### src/rtl/datamover_s2mm_responder_if.sv
// Command, write-data and status AXI-Stream channels of the S2MM responder.
// master is the command/data source and status sink; slave is the responder.
interface datamover_s2mm_responder_if #(
    parameter int unsigned DDR_ADDR_WIDTH = 40
);
    logic [40+DDR_ADDR_WIDTH-1:0] i_cmd_tdata;
    logic                         i_cmd_tvalid;
    logic                         o_cmd_tready;

    logic [63:0]                  i_wr_tdata;
    logic [7:0]                   i_wr_tkeep;
    logic                         i_wr_tvalid;
    logic                         i_wr_tlast;
    logic                         o_wr_tready;

    logic [7:0]                   o_sts_tdata;
    logic                         o_sts_tkeep;
    logic                         o_sts_tlast;
    logic                         o_sts_tvalid;
    logic                         i_sts_tready;

    modport master (
        output i_cmd_tdata, i_cmd_tvalid, i_wr_tdata, i_wr_tkeep, i_wr_tvalid, i_wr_tlast,
               i_sts_tready,
        input  o_cmd_tready, o_wr_tready, o_sts_tdata, o_sts_tkeep, o_sts_tlast, o_sts_tvalid
    );

    modport slave (
        input  i_cmd_tdata, i_cmd_tvalid, i_wr_tdata, i_wr_tkeep, i_wr_tvalid, i_wr_tlast,
               i_sts_tready,
        output o_cmd_tready, o_wr_tready, o_sts_tdata, o_sts_tkeep, o_sts_tlast, o_sts_tvalid
    );
endinterface

### src/rtl/datamover_s2mm_responder.sv
// S2MM datamover responder: accepts one command, checks and sums its write beats, returns status.
// Optional macro S2MM_RESP_BACKPRESSURE_EN gates o_wr_tready with a 16-bit LFSR.
module datamover_s2mm_responder #(
    parameter int unsigned               DDR_ADDR_WIDTH = 40,
    parameter logic [DDR_ADDR_WIDTH:0]   ADDR_LIMIT     = (DDR_ADDR_WIDTH+1)'(40'h80_0000_0000)
) (
    input  logic                          clk,
    input  logic                          rst,
    datamover_s2mm_responder_if.slave     bus,
    output logic                          o_busy,
    output logic [63:0]                   o_data_sum,
    output logic [15:0]                   o_cmd_count
);
    typedef enum logic [1:0] {S_IDLE, S_DATA, S_DRAIN, S_STS} state_e;

    state_e                    state_q, state_d;
    logic [22:0]               btt_q, btt_d;
    logic [3:0]                tag_q, tag_d;
    logic [DDR_ADDR_WIDTH-1:0] saddr_q, saddr_d;
    logic                      interr_q, interr_d;
    logic [19:0]               beat_q, beat_d;
    logic [63:0]               sum_q, sum_d;
    logic [15:0]               count_q, count_d;

    logic [22:0]               cmd_btt;
    logic [3:0]                cmd_tag;
    logic [DDR_ADDR_WIDTH-1:0] cmd_saddr;
    logic                      unused_cmd_bits;
    logic                      cmd_fire, wr_fire, sts_fire;
    logic [19:0]               exp_beats, beat_next;
    logic [7:0]                exp_keep;
    logic                      is_last;
    logic [DDR_ADDR_WIDTH:0]   end_addr;
    logic                      decerr;
    logic [63:0]               beat_masked;
    logic                      bp_ok;

    assign cmd_btt         = bus.i_cmd_tdata[22:0];
    assign cmd_saddr       = bus.i_cmd_tdata[32 +: DDR_ADDR_WIDTH];
    assign cmd_tag         = bus.i_cmd_tdata[32+DDR_ADDR_WIDTH +: 4];
    assign unused_cmd_bits = ^{bus.i_cmd_tdata[31:23], bus.i_cmd_tdata[36+DDR_ADDR_WIDTH +: 4]};

    assign cmd_fire = bus.i_cmd_tvalid & bus.o_cmd_tready;
    assign wr_fire  = bus.i_wr_tvalid  & bus.o_wr_tready;
    assign sts_fire = bus.o_sts_tvalid & bus.i_sts_tready;

    assign exp_beats = 20'(({1'b0, btt_q} + 24'd7) >> 3);
    assign exp_keep  = (btt_q[2:0] == 3'd0) ? 8'hFF : 8'((8'd1 << btt_q[2:0]) - 8'd1);
    assign beat_next = beat_q + 20'd1;
    assign is_last   = (beat_next == exp_beats);
    // Decode error is derived from the latched command, so it clears with it after status.
    assign end_addr  = {1'b0, saddr_q} + (DDR_ADDR_WIDTH+1)'(btt_q);
    assign decerr    = (end_addr > ADDR_LIMIT);

    always_comb begin
        for (int b = 0; b < 8; b++) begin
            beat_masked[8*b +: 8] = bus.i_wr_tkeep[b] ? bus.i_wr_tdata[8*b +: 8] : 8'h00;
        end
    end

`ifdef S2MM_RESP_BACKPRESSURE_EN
    logic [15:0] lfsr_q, lfsr_d;

    assign lfsr_d = {lfsr_q[14:0], lfsr_q[15] ^ lfsr_q[13] ^ lfsr_q[12] ^ lfsr_q[10]};
    assign bp_ok  = (lfsr_q[1:0] != 2'b00);

    always_ff @(posedge clk) begin
        if (rst) lfsr_q <= 16'hACE1;
        else     lfsr_q <= lfsr_d;
    end
`else
    assign bp_ok = 1'b1;
`endif

    // NOTE: sequential state uses non-blocking assignments so every register samples pre-edge values.
    always_ff @(posedge clk) begin
        if (rst) state_q <= S_IDLE;
        else     state_q <= state_d;
    end

    // NOTE: every combinational output is defaulted first so no path can infer a latch.
    always_comb begin
        state_d = state_q;
        case (state_q)
            S_IDLE:  if (cmd_fire) state_d = (cmd_btt == 23'd0) ? S_STS : S_DATA;
            S_DATA:  if (wr_fire) begin
                         if (is_last)              state_d = bus.i_wr_tlast ? S_STS : S_DRAIN;
                         else if (bus.i_wr_tlast)  state_d = S_STS;
                     end
            S_DRAIN: if (wr_fire && bus.i_wr_tlast) state_d = S_STS;
            S_STS:   if (sts_fire) state_d = S_IDLE;
            default: state_d = S_IDLE;
        endcase
    end

    always_comb begin
        bus.o_cmd_tready = 1'b0;
        bus.o_wr_tready  = 1'b0;
        bus.o_sts_tvalid = 1'b0;
        bus.o_sts_tdata  = 8'h00;
        bus.o_sts_tkeep  = 1'b0;
        bus.o_sts_tlast  = 1'b0;
        o_busy           = 1'b0;
        if (!rst) begin
            o_busy = (state_q != S_IDLE);
            case (state_q)
                S_IDLE:          bus.o_cmd_tready = 1'b1;
                S_DATA, S_DRAIN: bus.o_wr_tready  = bp_ok;
                S_STS: begin
                    bus.o_sts_tvalid = 1'b1;
                    bus.o_sts_tdata  = {~(interr_q | decerr), 1'b0, decerr, interr_q, tag_q};
                    bus.o_sts_tkeep  = 1'b1;
                    bus.o_sts_tlast  = 1'b1;
                end
                default: ;
            endcase
        end
    end

    always_comb begin
        btt_d    = btt_q;
        tag_d    = tag_q;
        saddr_d  = saddr_q;
        interr_d = interr_q;
        beat_d   = beat_q;
        sum_d    = sum_q;
        count_d  = count_q;
        case (state_q)
            S_IDLE: if (cmd_fire) begin
                btt_d    = cmd_btt;
                tag_d    = cmd_tag;
                saddr_d  = cmd_saddr;
                interr_d = (cmd_btt == 23'd0);
                beat_d   = 20'd0;
                sum_d    = 64'd0;
            end
            S_DATA: if (wr_fire) begin
                beat_d = beat_next;
                sum_d  = sum_q + beat_masked;
                if (is_last) begin
                    if (bus.i_wr_tkeep != exp_keep || !bus.i_wr_tlast) interr_d = 1'b1;
                end else if (bus.i_wr_tlast) begin
                    interr_d = 1'b1;
                end
            end
            S_STS: if (sts_fire) begin
                count_d  = count_q + 16'd1;
                interr_d = 1'b0;
                btt_d    = 23'd0;
                tag_d    = 4'd0;
                saddr_d  = '0;
            end
            default: ;
        endcase
    end

    always_ff @(posedge clk) begin
        if (rst) begin
            btt_q    <= 23'd0;
            tag_q    <= 4'd0;
            saddr_q  <= '0;
            interr_q <= 1'b0;
            beat_q   <= 20'd0;
            sum_q    <= 64'd0;
            count_q  <= 16'd0;
        end else begin
            btt_q    <= btt_d;
            tag_q    <= tag_d;
            saddr_q  <= saddr_d;
            interr_q <= interr_d;
            beat_q   <= beat_d;
            sum_q    <= sum_d;
            count_q  <= count_d;
        end
    end

    assign o_data_sum  = sum_q;
    assign o_cmd_count = count_q;
endmodule

### src/flat_wrapper.sv
// flat-port wrapper written by rule: the top's interface ports become plain ports
module datamover_s2mm_responder_flat 
#(
    parameter int unsigned               DDR_ADDR_WIDTH = 40,
    parameter logic [DDR_ADDR_WIDTH:0]   ADDR_LIMIT     = (DDR_ADDR_WIDTH+1)'(40'h80_0000_0000)
)
  (clk, rst, o_busy, o_data_sum, o_cmd_count, bus_i_cmd_tdata, bus_i_cmd_tvalid, bus_i_wr_tdata, bus_i_wr_tkeep, bus_i_wr_tvalid, bus_i_wr_tlast, bus_i_sts_tready, bus_o_cmd_tready, bus_o_wr_tready, bus_o_sts_tdata, bus_o_sts_tkeep, bus_o_sts_tlast, bus_o_sts_tvalid);
  datamover_s2mm_responder_if #(.DDR_ADDR_WIDTH(DDR_ADDR_WIDTH)) bus_i ();
  input  logic clk;
  input  logic rst;
  output logic o_busy;
  output logic [63:0] o_data_sum;
  output logic [15:0] o_cmd_count;
  input wire logic [$bits(bus_i.i_cmd_tdata)-1:0] bus_i_cmd_tdata;
  input wire logic [$bits(bus_i.i_cmd_tvalid)-1:0] bus_i_cmd_tvalid;
  input wire logic [$bits(bus_i.i_wr_tdata)-1:0] bus_i_wr_tdata;
  input wire logic [$bits(bus_i.i_wr_tkeep)-1:0] bus_i_wr_tkeep;
  input wire logic [$bits(bus_i.i_wr_tvalid)-1:0] bus_i_wr_tvalid;
  input wire logic [$bits(bus_i.i_wr_tlast)-1:0] bus_i_wr_tlast;
  input wire logic [$bits(bus_i.i_sts_tready)-1:0] bus_i_sts_tready;
  output wire logic [$bits(bus_i.o_cmd_tready)-1:0] bus_o_cmd_tready;
  output wire logic [$bits(bus_i.o_wr_tready)-1:0] bus_o_wr_tready;
  output wire logic [$bits(bus_i.o_sts_tdata)-1:0] bus_o_sts_tdata;
  output wire logic [$bits(bus_i.o_sts_tkeep)-1:0] bus_o_sts_tkeep;
  output wire logic [$bits(bus_i.o_sts_tlast)-1:0] bus_o_sts_tlast;
  output wire logic [$bits(bus_i.o_sts_tvalid)-1:0] bus_o_sts_tvalid;
  assign bus_i.i_cmd_tdata = bus_i_cmd_tdata;
  assign bus_i.i_cmd_tvalid = bus_i_cmd_tvalid;
  assign bus_i.i_wr_tdata = bus_i_wr_tdata;
  assign bus_i.i_wr_tkeep = bus_i_wr_tkeep;
  assign bus_i.i_wr_tvalid = bus_i_wr_tvalid;
  assign bus_i.i_wr_tlast = bus_i_wr_tlast;
  assign bus_i.i_sts_tready = bus_i_sts_tready;
  assign bus_o_cmd_tready = bus_i.o_cmd_tready;
  assign bus_o_wr_tready = bus_i.o_wr_tready;
  assign bus_o_sts_tdata = bus_i.o_sts_tdata;
  assign bus_o_sts_tkeep = bus_i.o_sts_tkeep;
  assign bus_o_sts_tlast = bus_i.o_sts_tlast;
  assign bus_o_sts_tvalid = bus_i.o_sts_tvalid;
  datamover_s2mm_responder #(.DDR_ADDR_WIDTH(DDR_ADDR_WIDTH), .ADDR_LIMIT(ADDR_LIMIT)) u_core (.clk(clk), .rst(rst), .bus(bus_i), .o_busy(o_busy), .o_data_sum(o_data_sum), .o_cmd_count(o_cmd_count));
endmodule
### config.mk
export PLATFORM = sky130hd
export DESIGN_NAME = datamover_s2mm_responder_flat
export DESIGN_NICKNAME = d
export VERILOG_FILES = /design/src/rtl/datamover_s2mm_responder_if.sv /design/src/rtl/datamover_s2mm_responder.sv /design/src/flat_wrapper.sv
export SDC_FILE = /design/constraint.sdc
export NUM_CORES = 1
export LEC_CHECK = 0
export BUFFER_PORTS_ARGS = -buffer_cell sky130_fd_sc_hd__buf_4
export CAP_MARGIN = 20
export CORE_AREA = 2 2 169 187
export CTS_CLUSTER_DIAMETER = 60
export DETAILED_ROUTE_END_ITERATION = 16
export DIE_AREA = 0 0 171 189
export PLACE_DENSITY = 0.66
export RECOVER_POWER = 25
export SETUP_SLACK_MARGIN = 0.02
export SLEW_MARGIN = 20
export SYNTH_ARGS = -nofsm -noshare
export SYNTH_HDL_FRONTEND = slang
export SYNTH_SLANG_ARGS = --single-unit
export TNS_END_PERCENT = 10
### constraint.sdc
create_clock -name clk -period 4.18 [get_ports clk]
set_input_delay 0.627 -clock clk [delete_from_list [all_inputs] [get_ports clk]]
set_output_delay 0.627 -clock clk [all_outputs]
set_load 0.005 [all_outputs]
==> results.md, run 1 <==
- The detailed router placed 14000 vias in this run.
- The largest vdd supply drop is 0.253 mV.
- After the last flow step, the layout net total stands at 2298.
- The placed instances occupy a cell area of 16200 µm².
- Subtracting the final worst setup slack from the clock period gives 4.49 ns.
- The worst hold path belongs to the class flop to flop.
- The global-route usage over all layers is 25.8%.
- The flow ran to the end, but the final reports show violations.
- The number of DRC violations after detailed routing is 0.
- The number of nets in the synthesized netlist is 2043.
- The checks that failed: negative setup slack.
- The internal power is 3.52 mW.
- The power spent charging and discharging nets is 1.93 mW.
- The number of buffers on the longest clock path is 2.
- Synthesis inferred 170 register bits.
- Per report_power, the clock group accounts for 32.7% of the total.
- The start point of the critical path is u_core.saddr_q[0]$_SDFFE_PP0P_.
- The critical path goes through ha_4 -> fa_2 -> a21o_1 -> nand4_1 -> a2111oi_4 -> o2111ai_2 -> a211o_1 -> buf_6 -> a211oi_4 -> nand3_1 -> mux2i_1 -> a21oi_1 -> nand4_1 -> a21oi_1 -> buf_4.
- The kind of cell with the highest combined delay on the critical path is compound AO/OA/AOI/OAI gates.
- Sorting the synthesized cells by how often they occur yields 196 x sky130_fd_sc_hd__a21oi_1, 194 x sky130_fd_sc_hd__nand2_1, 170 x sky130_fd_sc_hd__dfxtp_1.
- The sequential fraction of the synthesis area is 25.1%.
- The nature of the critical path endpoint is a primary output.
- The number of warnings issued by yosys is 0.
- The count of TritonRoute iterations in the first routing pass is 7.
- The area of the die is 32300 µm².
- The area added between synthesis and finish is 25.8%.
- The total of endpoints with negative setup slack in the final report is 2.
- CTS saw 170 sinks.
- In this run the tool buffered the top-level ports with 237 buffer cells.
- Max-cap violations in this run came to 0.
- From bottom edge to top edge, the die measures 189 µm.
- For this run, global-route usage on met1 was measured as 33.9%.
- In the synthesized netlist the async set-or-reset flop fraction comes to 0%.
- Wires add up to 42.4 mm.
- Entering global routing, the biggest net connects 74 pins.
- Of all nets on the critical path, the largest fanout is 3.
- Once the floorplan was initialized, standard cells occupied 44.6% of the core.
- The top-level I/O count is 252.
- STA classifies the critical path startpoint as a flop.
- For this run, the slowest stage of the critical path takes 0.49 ns.
- The switching power as a share of total power is 35.4%.
- The number of cells on the worst reg-to-reg path is 13.
- The synthesized netlist occupies a cell area of 13500 µm².
- The number of enable flip-flop cells after synthesis is 0.
- The clock tree root driver cell is sky130_fd_sc_hd__clkbuf_16.
- The total overflow reported by the global router is 0.
- The total half-perimeter wirelength after legalization and detailed placement is 31.8 mm.
- On the final layout, the worst clock skew is 0.0140 ns.
- The latest clock arrival within the worst-skew pair is 0.45 ns.
- The worst slew margin relative to its limit is 37.7%.
- The largest individual stage delay along the critical path comes from the cell sky130_fd_sc_hd__a2111oi_4.
- OpenSTA, run right after detailed placement, puts the worst setup slack at -0.112 ns.
- The arrival time reported for the critical path endpoint is 3.86 ns.
- The number of global-route vias before repair is 13400.
- Summing all multi-input logic gate instances after layout gives 9800 µm².
- The share of total power dissipated in sequential elements is 34.2%.
- The number of cells on the critical path is 15.
- At the pin with the least slew margin, the transition time is 0.932 ns.
- Setup repair after global routing could not meet its margin everywhere.
- The relative contribution of combinational cells to total power is 33.1%.
- Counting both buffers and inverters, the worst setup path holds a total of 2.
- For the worst setup path, the data required time is 3.55 ns.
- Ranked by total cell area, the synthesized netlist is headed by sky130_fd_sc_hd__dfxtp_1 25%, sky130_fd_sc_hd__ha_1 8.5%, sky130_fd_sc_hd__a21oi_1 7.2%.
- The register-to-register setup slack is 0.66 ns.
- The endpoint of the worst-slack reg-to-reg timing path is u_core.interr_q$_SDFFE_PP0P_.
- The top cell type's share of synthesized area is 25.1%.
- The worst setup margin is -0.309 ns.
- The most frequent cell after synthesis is sky130_fd_sc_hd__a21oi_1.
- The number of antenna diodes is 0.
- The layer with the highest usage is met2.
- Clock tree synthesis inserted a total of 17 buffers.
- The startpoint identified for the worst register-to-register timing path is u_core.beat_q[0]$_SDFFE_PP0P_.
- In the routed layout, each cell is associated on average with a via count of 5.65.
- The share of the core filled with cells is 56.1%.
- The met3 routing resource usage after global routing is 3.47%.
- The count of endpoints failing hold in the final timing report came to 0.
- In this run the power density over the cells is 320 nW/µm².
- The first global-routing pass estimated 68.0 mm of wire.
- The core outline area is 30300 µm².
- For met2 alone, demand over resource in global routing was 44.5%.
- The type of the worst setup path is flop to primary output.
- The synthesized design spends more area on one cell type than any other, namely sky130_fd_sc_hd__dfxtp_1.
- The flip-flop and latch area is 3410 µm².
- The final RePlAce weighted congestion is 0.918.
- The initial antenna violation count is 0.
- The die outline width is 171 µm.
- Each instance of the synthesized netlist takes up on average 7.56 µm².
- In the synthesized netlist the dominant register cell turns out to be sky130_fd_sc_hd__dfxtp_1.
- The cell count after synthesis is 1791.
- The leakage power of the design is 7.40 nW.
- The timing-limited maximum frequency is 223 MHz.
- The number of standard-cell rows in the floorplan is 67.
- The starting DRC count in detailed routing is 814.
- In the final layout, the share of cells above drive strength 1 is 20.8%.
- The total count of max-transition violations in the final report is 0.
- Dividing the detail-routed wire length by the instance count gives 17.2 µm.
- Following the worst setup path forward leads to its endpoint at bus_o_sts_tdata[7].
- After layout, the worst path uses 107% of the clock period.
- The H-tree generated during clock tree synthesis spans 4 levels.
- Total power for the finished layout comes to 5.46 mW.
- The TritonCTS clock tree is built.
- The number of inserted filler cells in the final layout is 2934.
- The clock input transition at the sequential cells of the worst setup and hold paths is 0.07 ns.
- The synthesized netlist contains 90 unique library cells.
- After routing the design area is 17000 µm².
- The count of nets left with antenna violations once routing finished came out at 0.
## area by class of cell
class | instances | share of cell area (%)
clock inverter | 15 | 1.26
sequential | 170 | 20.0
multi-input combinational | 1482 | 57.5
clock buffer | 17 | 2.50
inverter | 33 | 0.727
timing repair buffer | 342 | 15.0
tap | 414 | 3.04
## power groups by stage
stage               combinational, mW  clock (mW)  sequential (mW)
global route                     2.00        1.87             1.88
floorplan                        1.11           0             1.87
global placement                 1.74           0             1.89
finish                           1.81        1.79             1.87
CTS                              1.79        1.82             1.86
detailed placement               1.76           0             1.89
## worst min path at each step
stage,from,to,slack (ns),cells after the start
final,u_core.tag_q[1]$_SDFFE_PP0P_,u_core.tag_q[1]$_SDFFE_PP0P_,0.45,2
after global placement,u_core.tag_q[0]$_SDFFE_PP0P_,u_core.tag_q[0]$_SDFFE_PP0P_,0.44,2
after detailed placement,u_core.tag_q[1]$_SDFFE_PP0P_,u_core.tag_q[1]$_SDFFE_PP0P_,0.44,2
after CTS,bus_i_cmd_tdata[59],u_core.saddr_q[27]$_SDFFE_PP0P_,0.44,3
after global routing,bus_i_cmd_tdata[57],u_core.saddr_q[25]$_SDFFE_PP0P_,0.45,3
after floorplan,u_core.tag_q[0]$_SDFFE_PP0P_,u_core.tag_q[0]$_SDFFE_PP0P_,0.43,2
## registers in the layout (all words and copies together) (netlist names)
signal,flops
u_core.o_data_sum,64
u_core.saddr_q,40
u_core.btt_q,23
u_core.beat_q,20
u_core.o_cmd_count,16
u_core.tag_q,4
u_core.state_q,2
u_core.interr_q,1
## tightest hold or removal path, cell delays in order (launching register included)
cell,delay [ns]
sky130_fd_sc_hd__dfxtp_1,0.31
sky130_fd_sc_hd__nand2_1,0.05
sky130_fd_sc_hd__a21oi_1,0.05
## logic make-up after synthesis
| family | Yosys count | synth area share [%] |
|---|---|---|
| and+or+nand+nor | 713 | 27.4 |
| AOI/OAI and AO/OA | 532 | 25.2 |
| DFF | 170 | 25.1 |
| buffers and inverters | 139 | 4.08 |
| xor gates and xnor gates | 122 | 7.89 |
| adders and majority gates | 94 | 8.80 |
| muxes | 20 | 1.51 |
| other | 1 | 0.0277 |
## stage by stage
stage | hold WS, ns | std cells | setup TNS (ns)
2_1_floorplan | 0.427 | 1791 | 0
3_3_place_gp | 0.437 | 2436 | -0.151
3_5_place_dp | 0.440 | 2436 | -0.204
4_1_cts | 0.437 | 2470 | -0.548
5_1_grt | 0.446 | 2473 | -0.974
6_report | 0.447 | 2473 | -0.609
## metal layers
layer / wire (µm) / vias up
li1: - / 6981
met1: 19400 / 6624
met2: 20600 / 313
met3: 1660 / 43
met4: 724 / 0
met5: 0 / -
## placed cells by master (no fill, tap or decap), types with 37 or more instances in the layout
master                       n
sky130_fd_sc_hd__a21o_1     59
sky130_fd_sc_hd__a21oi_1   193
sky130_fd_sc_hd__a22oi_1    37
sky130_fd_sc_hd__and2_1     80
sky130_fd_sc_hd__buf_4     275
sky130_fd_sc_hd__clkbuf_4   58
sky130_fd_sc_hd__dfxtp_1   167
sky130_fd_sc_hd__ha_1       86
sky130_fd_sc_hd__nand2_1   194
sky130_fd_sc_hd__nand3_1    53
sky130_fd_sc_hd__nand3b_1   77
sky130_fd_sc_hd__nor2_1    132
sky130_fd_sc_hd__o21ai_0    90
sky130_fd_sc_hd__xnor2_1    64
sky130_fd_sc_hd__xor2_1     58
## what timing repair did
item                       CTS  global route
setup buffers                2             3
pin swaps                    9            17
hold buffers                 0             0
setup endpoints to repair    2             2
gates resized for setup     20            21
Note: power is estimated with default switching activity, not from simulation.
==> run 2: changes to the inputs <==
Settings changed: BUFFER_PORTS_ARGS -buffer_cell sky130_fd_sc_hd__buf_4 to -buffer_cell sky130_fd_sc_hd__buf_2, GPL_TIMING_DRIVEN set to 1.
==> results.md, run 2 (same netlist as run 1, synthesis figures left out) <==
- The final reports fail on negative setup slack.
- The height of the chip came to 189 µm (unchanged).
- Among all stages on the critical path, the largest delay is contributed by sky130_fd_sc_hd__or4_1.
- The starting DRC count in detailed routing is 937 (+15%).
- The count of buffers inserted at the top-level ports is 237 (unchanged).
- The final routed wire length divided by cell count is 16.9 µm (-1.6%).
- Broken down by cell family, the worst path's largest delay share belongs to compound AO/OA/AOI/OAI gates.
- The design area is 16300 µm² (-4.1%).
- The arrival time reported for the critical path endpoint is 3.76 ns (-0.10 ns).
- In this run the worst hold path is classified as input port to flop.
- The fraction of the cycle the final worst path needs is 105% (-2.5 points).
- The number of DRC violations after detailed routing is 0 (unchanged).
- The final wirelength is 41.5 mm (-2.2%).
- The global-route wire length before repair came to 65.9 mm (-3.1%).
- The measured slew at the worst slew-check pin came to 0.858 ns (-0.0739 ns).
- The proportion of layout cells with a drive suffix above 1 was 19.7% (-1.1 points).
- The cell count of the worst hold path came to 3 (+1).
- The number of vias per cell after detailed routing is 5.70 (+0.98%).
- The clock input transition at the sequential cells of the worst setup and hold paths was 0.07 ns (about the same).
- The top-level I/O count came to 252 (unchanged).
- The worst hold path begins at bus_i_cmd_tdata[42].
- The dominant cell type by count on the critical path is sky130_fd_sc_hd__buf_4.
- The total count of max-transition violations in the final report was 0 (unchanged).
- The pin count of the biggest net entering global routing was 76 (+2.7%).
- The area of the die is 32300 µm² (unchanged).
- The largest vdd supply drop came to 0.286 mV (+13%).
- The global-route usage over all layers is 25.1% (-0.69 points).
- The number of antenna diodes was 0 (unchanged).
- The type of the worst setup path is flop to primary output.
- STA classifies the critical path endpoint as a primary output.
- The core outline area is 30300 µm² (unchanged).
- The critical path goes through ha_1 -> buf_4 -> nand2_1 -> o21ai_0 -> a221o_1 -> a31oi_4 -> a211o_1 -> a211oi_2 -> buf_4 -> buf_4 -> or4_1 -> a21oi_1 -> nand4_1 -> and3_1 -> buf_2.
- The total placed instance area is 15500 µm² (-4.1%).
- The worst slew margin relative to its limit is 42.7% (+4.9 points).
- The data required time of the worst path is 3.55 ns (about the same).
- The power density normalized to cell area was 326 nW/µm² (+1.9%).
- The post-detailed-route count of antenna-violating nets is 0 (unchanged).
- The number of flip-flops under the largest register name came to 64 (unchanged).
- The final setup skew is 0.0121 ns (-0.00192 ns).
- The number of buffers on the longest clock path is 2 (unchanged).
- The initial antenna violation count is 0 (unchanged).
- The count of TritonRoute iterations in the first routing pass is 5 (-2).
- In the layout the commonest cells are 216 x sky130_fd_sc_hd__buf_2, 194 x sky130_fd_sc_hd__nand2_1, 189 x sky130_fd_sc_hd__a21oi_1, 167 x sky130_fd_sc_hd__dfxtp_1, 132 x sky130_fd_sc_hd__nor2_1.
- Setup repair after global routing could not meet its margin everywhere.
- The number of standard-cell rows in the floorplan is 67 (unchanged).
- The count of endpoints failing hold in the final timing report is 0 (unchanged).
- The register-to-register setup slack is 0.68 ns (+0.02 ns).
- The number of global-route vias before repair came to 13200 (-1.3%).
- The overall power consumption came to 5.33 mW (-2.3%).
- The stage delay of the slowest cell on the critical path came to 0.40 ns (-0.09 ns).
- The length in cells of the worst reg-to-reg path is 13 (unchanged).
- The count of vias placed by the detailed router was 14000 (+0.33%).
- The clock tree root driver cell is sky130_fd_sc_hd__clkbuf_16.
- The starting density of the core is 44.6% (unchanged).
- The most common cell after layout, fill and taps aside is sky130_fd_sc_hd__buf_2.
- The timing-limited maximum frequency came to 228 MHz (+2.4%).
- The largest fanout on the critical path is 7 (+4).
- The share of the core filled with cells is 53.8% (-2.3 points).
- TritonCTS built the clock tree.
- The kind of launch point of the worst setup path is a flop.
- The layout net count is 2284 (-0.61%).
- The die outline width is 171 µm (unchanged).
- The total of endpoints with negative setup slack in the final report is 2 (unchanged).
- The sink count of the clock tree is 170 (unchanged).
- The final RePlAce weighted congestion was 0.928 (+1.1%).
- The endpoint of the worst-slack reg-to-reg timing path is u_core.interr_q$_SDFFE_PP0P_.
- The total overflow reported by the global router was 0 (unchanged).
- The time the final worst path needs with I/O delays and setup is 4.38 ns (-0.105 ns).
- The leakage power of the design is 7.21 nW (-2.5%).
- The area added between synthesis and finish is 20.6%.
- The number of H-tree branching levels was 4 (unchanged).
- The worst register-to-register path begins at u_core.beat_q[0]$_SDFFE_PP0P_.
- The total half-perimeter wirelength after legalization and detailed placement is 30.8 mm (-3.2%).
- For hold timing, the worst endpoint is u_core.saddr_q[10]$_SDFFE_PP0P_.
- The worst setup margin came to -0.204 ns (+0.105 ns).
- The buffers plus inverters on the worst setup path is 4 (+2).
- The run finished, with violations left.
- The max-cap violation count is 0 (unchanged).
- The number of buffers added by the clock tree synthesis step is 17 (unchanged).
- The latest clock arrival within the worst-skew pair came to 0.45 ns (about the same).
[run 2: per-stage QoR]
stage               hold slack, ns  worst slack [ns]  cells  setup TNS [ns]
finish                       0.445            -0.204   2457          -0.354
global placement             0.434           0.00660   2423               0
global route                 0.436            -0.341   2457          -0.643
CTS                          0.429            -0.229   2453          -0.443
floorplan                    0.427             0.596   1791               0
detailed placement           0.440            0.0259   2423               0
[run 2: final cells by class]
cell class	instances	area (µm²)
timing repair buffer	328	1880
tap	414	518
clock inverter	10	165
inverter	33	124
clock buffer	20	457
sequential	170	3410
multi-input combinational	1482	9790
fill	2947	14000
[run 2: timing repair]
action | CTS | global route
hold buffers | 0 | 0
endpoints found under the setup margin | 2 | 2
setup buffers | 0 | 4
pin swaps | 7 | 17
gates resized for setup | 12 | 30
[run 2: worst max-delay path by stage]
stage,from,to,slack [ns],cells after the start
after global placement,u_core.saddr_q[0]$_SDFFE_PP0P_,bus_o_sts_tdata[5],0.007,15
after floorplan,bus_i_wr_tdata[0],u_core.o_data_sum[60]$_SDFFE_PP0P_,0.60,14
final,u_core.saddr_q[11]$_SDFFE_PP0P_,bus_o_sts_tdata[5],-0.20,15
after global routing,u_core.btt_q[0]$_SDFFE_PP0P_,bus_o_sts_tdata[5],-0.34,15
after detailed placement,u_core.saddr_q[0]$_SDFFE_PP0P_,bus_o_sts_tdata[5],0.03,15
after CTS,u_core.saddr_q[0]$_SDFFE_PP0P_,bus_o_sts_tdata[5],-0.23,15
[run 2: per-layer routing]
layer | vias to the layer above | share of wire [%] | track usage [%]
met3 | 69 | 5.1 | 3.91
met1 | 6581 | 45 | 32.2
met5 | - | 0 | 0
li1 | 6960 | - | -
met4 | 0 | 2.8 | 8.67
met2 | 397 | 47 | 42.8
[run 2: worst reg2reg max path, cell delays in order, from the launching register on]
cell and delay (ns):
sky130_fd_sc_hd__dfxtp_1 0.47, sky130_fd_sc_hd__ha_1 0.34, sky130_fd_sc_hd__nand4_1 0.23, sky130_fd_sc_hd__nor4_1 0.29, sky130_fd_sc_hd__buf_4 0.17, sky130_fd_sc_hd__xnor2_1 0.16, sky130_fd_sc_hd__nand2_1 0.08, sky130_fd_sc_hd__or3b_1 0.37
sky130_fd_sc_hd__o311ai_1 0.11, sky130_fd_sc_hd__nand4_1 0.29, sky130_fd_sc_hd__o211a_1 0.32, sky130_fd_sc_hd__nor4_2 0.26, sky130_fd_sc_hd__mux2i_1 0.23, sky130_fd_sc_hd__nor2_1 0.06
[run 2: power by group]
group / leakage (nW) / internal [mW] / switching, mW
clock: 0.307 / 1.03 / 0.724
combinational: 5.53 / 0.680 / 1.03
sequential: 1.38 / 1.74 / 0.122
==> run 3: changes to the inputs <==
Settings changed: PLACE_DENSITY 0.66 to 0.77.
==> results.md, run 3 (same netlist as run 1, synthesis figures left out) <==
- The starting DRC count in detailed routing was 949 (+1.3%).
- The proportion of layout cells with a drive suffix above 1 was 18.9% (-0.82 points).
- The height of the chip is 189 µm (unchanged).
- The number of buffers on the longest clock path is 2 (unchanged).
- The initial antenna violation count is 0 (unchanged).
- The flip-flop and latch area is 3410 µm² (about the same).
- The number of flip-flops under the largest register name came to 64 (unchanged).
- The count of endpoints failing hold in the final timing report was 0 (unchanged).
- The run finished, with violations left.
- The sink count of the clock tree was 170 (unchanged).
- The number of standard-cell rows in the floorplan came to 67 (unchanged).
- The TritonCTS clock tree is built.
- The global-route wire length before repair came to 66.1 mm (+0.26%).
- On the critical path, the stage with the largest delay is an instance of sky130_fd_sc_hd__a2111oi_4.
- The met3 routing resource usage after global routing is 4.70% (+0.79 points).
- The leakage power of the design came to 7.12 nW (-1.4%).
- The final reports fail on negative setup slack.
- met2 is the most crowded layer.
- The met1 track demand over resource in global routing is 30.4% (-1.8 points).
- The total of endpoints with negative setup slack in the final report is 2 (unchanged).
- The arrival time reported for the critical path endpoint is 3.79 ns (+0.03 ns).
- The number of H-tree branching levels is 4 (unchanged).
- The die outline width is 171 µm (unchanged).
- The worst min-delay path category is input port to flop.
- The total count of max-transition violations in the final report is 0 (unchanged).
- The area added between synthesis and finish is 19.7%.
- The global-route usage over all layers is 24.9% (-0.24 points).
- The latest clock arrival within the worst-skew pair is 0.44 ns (about the same).
- The stage delay of the slowest cell on the critical path came to 0.54 ns (+0.14 ns).
- The top-level I/O count is 252 (unchanged).
- The worst slew margin relative to its limit is 36.1% (-6.6 points).
- The start point of the worst hold path is bus_i_cmd_tdata[32].
- The cell count of the worst hold path is 3 (unchanged).
- The total placed instance area is 15400 µm² (-0.66%).
- In the layout the commonest cells are 210 x sky130_fd_sc_hd__buf_2, 194 x sky130_fd_sc_hd__nand2_1, 191 x sky130_fd_sc_hd__a21oi_1, 166 x sky130_fd_sc_hd__dfxtp_1, 132 x sky130_fd_sc_hd__nor2_1.
- The fraction of the cycle the final worst path needs is 106% (+0.69 points).
- The final setup skew is 0.0152 ns (+0.00313 ns).
- The kind of cell with the highest combined delay along the critical path is compound AO/OA/AOI/OAI gates.
- The final wirelength is 40.9 mm (-1.3%).
- The data required time of the worst path is 3.55 ns (about the same).
- The measured slew at the worst slew-check pin was 0.950 ns (+0.0913 ns).
- The quantity of hold-fixing buffers added after cts is 0 (unchanged).
- The core outline area was 30300 µm² (unchanged).
- The type of the worst setup path is flop to primary output.
- The number of antenna diodes came to 0 (unchanged).
- The number of vias per cell after detailed routing is 5.75 (+0.90%).
- The layout net count is 2275 (-0.39%).
- The time the final worst path needs with I/O delays and setup came to 4.41 ns (+0.0286 ns).
- The worst setup path is captured at a primary output.
- The dominant cell type by count on the critical path is sky130_fd_sc_hd__nand4_1.
- CTS placed an instance of sky130_fd_sc_hd__clkbuf_16 at the clock tree root.
- The total half-perimeter wirelength after legalization and detailed placement is 30.6 mm (-0.62%).
- The number of DRC violations after detailed routing is 0 (unchanged).
- The timing-limited maximum frequency is 227 MHz (-0.65%).
- The count of TritonRoute iterations in the first routing pass was 5 (unchanged).
- In this run the critical register-to-register path is captured at u_core.o_data_sum[60]$_SDFFE_PP0P_.
- The largest vdd supply drop was 0.253 mV (-12%).
- The worst hold path terminates at u_core.saddr_q[0]$_SDFFE_PP0P_.
- The post-route non-filler standard cell count was 2450 (-0.28%).
- The design area is 16200 µm² (-0.80%).
- The worst setup margin is -0.233 ns (-0.0286 ns).
- The count of vias placed by the detailed router was 14100 (+0.61%).
- The clock input transition at the sequential cells of the worst setup and hold paths is 0.07 ns (about the same).
- The area used by multi-input combinational logic was 9780 µm² (about the same).
- The area of the die is 32300 µm² (unchanged).
- The overall power consumption is 5.21 mW (-2.3%).
- The register-to-register setup slack is 0.55 ns (-0.13 ns).
- The signal on the critical path passes through ha_4 -> fa_2 -> a21o_1 -> nand4_1 -> a2111oi_4 -> o2111ai_2 -> a211o_1 -> a211oi_2 -> buf_4 -> nand3_2 -> mux2i_1 -> a21oi_1 -> nand4_1 -> and3_1 -> buf_2.
- The met2 global-route usage is 43.3% (+0.51 points).
- The most common cell after layout, fill and taps aside is sky130_fd_sc_hd__buf_2.
- The largest fanout on the critical path came to 4 (-3).
- The number of buffers added by the clock tree synthesis step was 17 (unchanged).
- The summed negative setup slack over all endpoints is -0.448 ns (-0.0944 ns).
- The worst setup path is launched from a flop.
- The max-cap violation count is 0 (unchanged).
- The post-detailed-route count of antenna-violating nets is 0 (unchanged).
- The starting density of the core is 44.6% (unchanged).
- The number of global-route vias before repair came to 13700 (+3.7%).
- The cell count after placement is 2413 (-0.41%).
- Setup repair after global routing could not meet its margin everywhere.
- The final RePlAce weighted congestion was 0.973 (+4.8%).
- In this run the critical register-to-register path is launched from u_core.o_data_sum[0]$_SDFFE_PP0P_.
- The buffers plus inverters on the worst setup path came to 2 (-2).
- The length in cells of the worst reg-to-reg path is 13 (unchanged).
- The final routed wire length divided by cell count was 16.7 µm (-1.1%).
- The count of buffers inserted at the top-level ports was 237 (unchanged).
- The number of inserted filler cells in the final layout is 2934 (-0.44%).
- The power density normalized to cell area came to 321 nW/µm² (-1.5%).
- The total overflow reported by the global router is 0 (unchanged).
- The pin count of the biggest net entering global routing is 84 (+11%).
[run 3: changes by cell type in the layout (fill, tap and decap cells not counted), moves of 2 or more]
| cell | previous run | this run |
|---|---|---|
| sky130_fd_sc_hd__buf_12 | 2 | 0 |
| sky130_fd_sc_hd__a21oi_1 | 189 | 191 |
| sky130_fd_sc_hd__a2111oi_2 | 2 | 0 |
| sky130_fd_sc_hd__a2111oi_4 | 1 | 3 |
| sky130_fd_sc_hd__clkbuf_1 | 20 | 28 |
| sky130_fd_sc_hd__a21oi_2 | 7 | 5 |
| sky130_fd_sc_hd__buf_4 | 89 | 82 |
| sky130_fd_sc_hd__bufinv_16 | 4 | 2 |
| sky130_fd_sc_hd__buf_2 | 216 | 210 |
| sky130_fd_sc_hd__o21ai_0 | 90 | 92 |
| sky130_fd_sc_hd__clkinvlp_4 | 0 | 2 |
[run 3: per-stage QoR]
stage	hold WS (ns)	util [%]	worst slack (ns)
after CTS	0.436	53.2	-0.145
final	0.444	53.4	-0.233
after floorplan	0.427	-	0.596
after detailed placement	0.444	50.8	0.0304
after global placement	0.434	50.8	0.0653
after global routing	0.445	53.4	-0.410
[run 3: repair_timing]
action | in CTS | in global routing
pin swaps | 8 | 15
gates resized for setup | 29 | 10
setup buffers | 1 | 4
setup endpoints to repair | 2 | 2
[run 3: final cells by class]
class,instances,area share (%)
clock inverter,11,0.834
clock buffer,21,2.84
multi-input combinational,1482,60.4
inverter,33,0.764
sequential,170,21.0
timing repair buffer,319,11.0
tap,414,3.20
[run 3: worst register-to-register path, cell delays in order (launching register included)]
cell and delay (ns):
sky130_fd_sc_hd__dfxtp_1 0.33, sky130_fd_sc_hd__ha_1 0.24, sky130_fd_sc_hd__fa_1 0.41, sky130_fd_sc_hd__a21o_1 0.20, sky130_fd_sc_hd__a31o_2 0.27, sky130_fd_sc_hd__nor4b_1 0.17
sky130_fd_sc_hd__o211ai_1 0.42, sky130_fd_sc_hd__nand4b_1 0.27, sky130_fd_sc_hd__a31oi_2 0.23, sky130_fd_sc_hd__o21ai_1 0.14, sky130_fd_sc_hd__and3_1 0.22, sky130_fd_sc_hd__a221oi_1 0.35
sky130_fd_sc_hd__xor2_1 0.17, sky130_fd_sc_hd__o21ai_0 0.08
[run 3: worst max path at each step]
stage	from	end	slack [ns]	depth (start not counted)
after floorplan	bus_i_wr_tdata[0]	u_core.o_data_sum[60]$_SDFFE_PP0P_	0.60	14
after global placement	u_core.saddr_q[0]$_SDFFE_PP0P_	bus_o_sts_tdata[5]	0.07	15
after detailed placement	bus_i_wr_tkeep[0]	u_core.o_data_sum[60]$_SDFFE_PP0P_	0.03	15
after CTS	u_core.saddr_q[20]$_SDFFE_PP0P_	bus_o_sts_tdata[5]	-0.14	15
after global routing	u_core.btt_q[0]$_SDFFE_PP0P_	bus_o_sts_tdata[5]	-0.41	15
final	u_core.btt_q[0]$_SDFFE_PP0P_	bus_o_sts_tdata[5]	-0.23	15
[run 3: where the power goes]
part	switching (mW)	internal [mW]
clock	0.715	0.924
combinational	1.04	0.673
sequential	0.115	1.74
total	1.87	3.34
[run 3: per-layer routing]
metal  share of wire [%]  routed length (µm)
met1                  42               17300
met2                  48               19600
met3                 6.8                2800
met4                 2.9                1170
met5                   0                   0
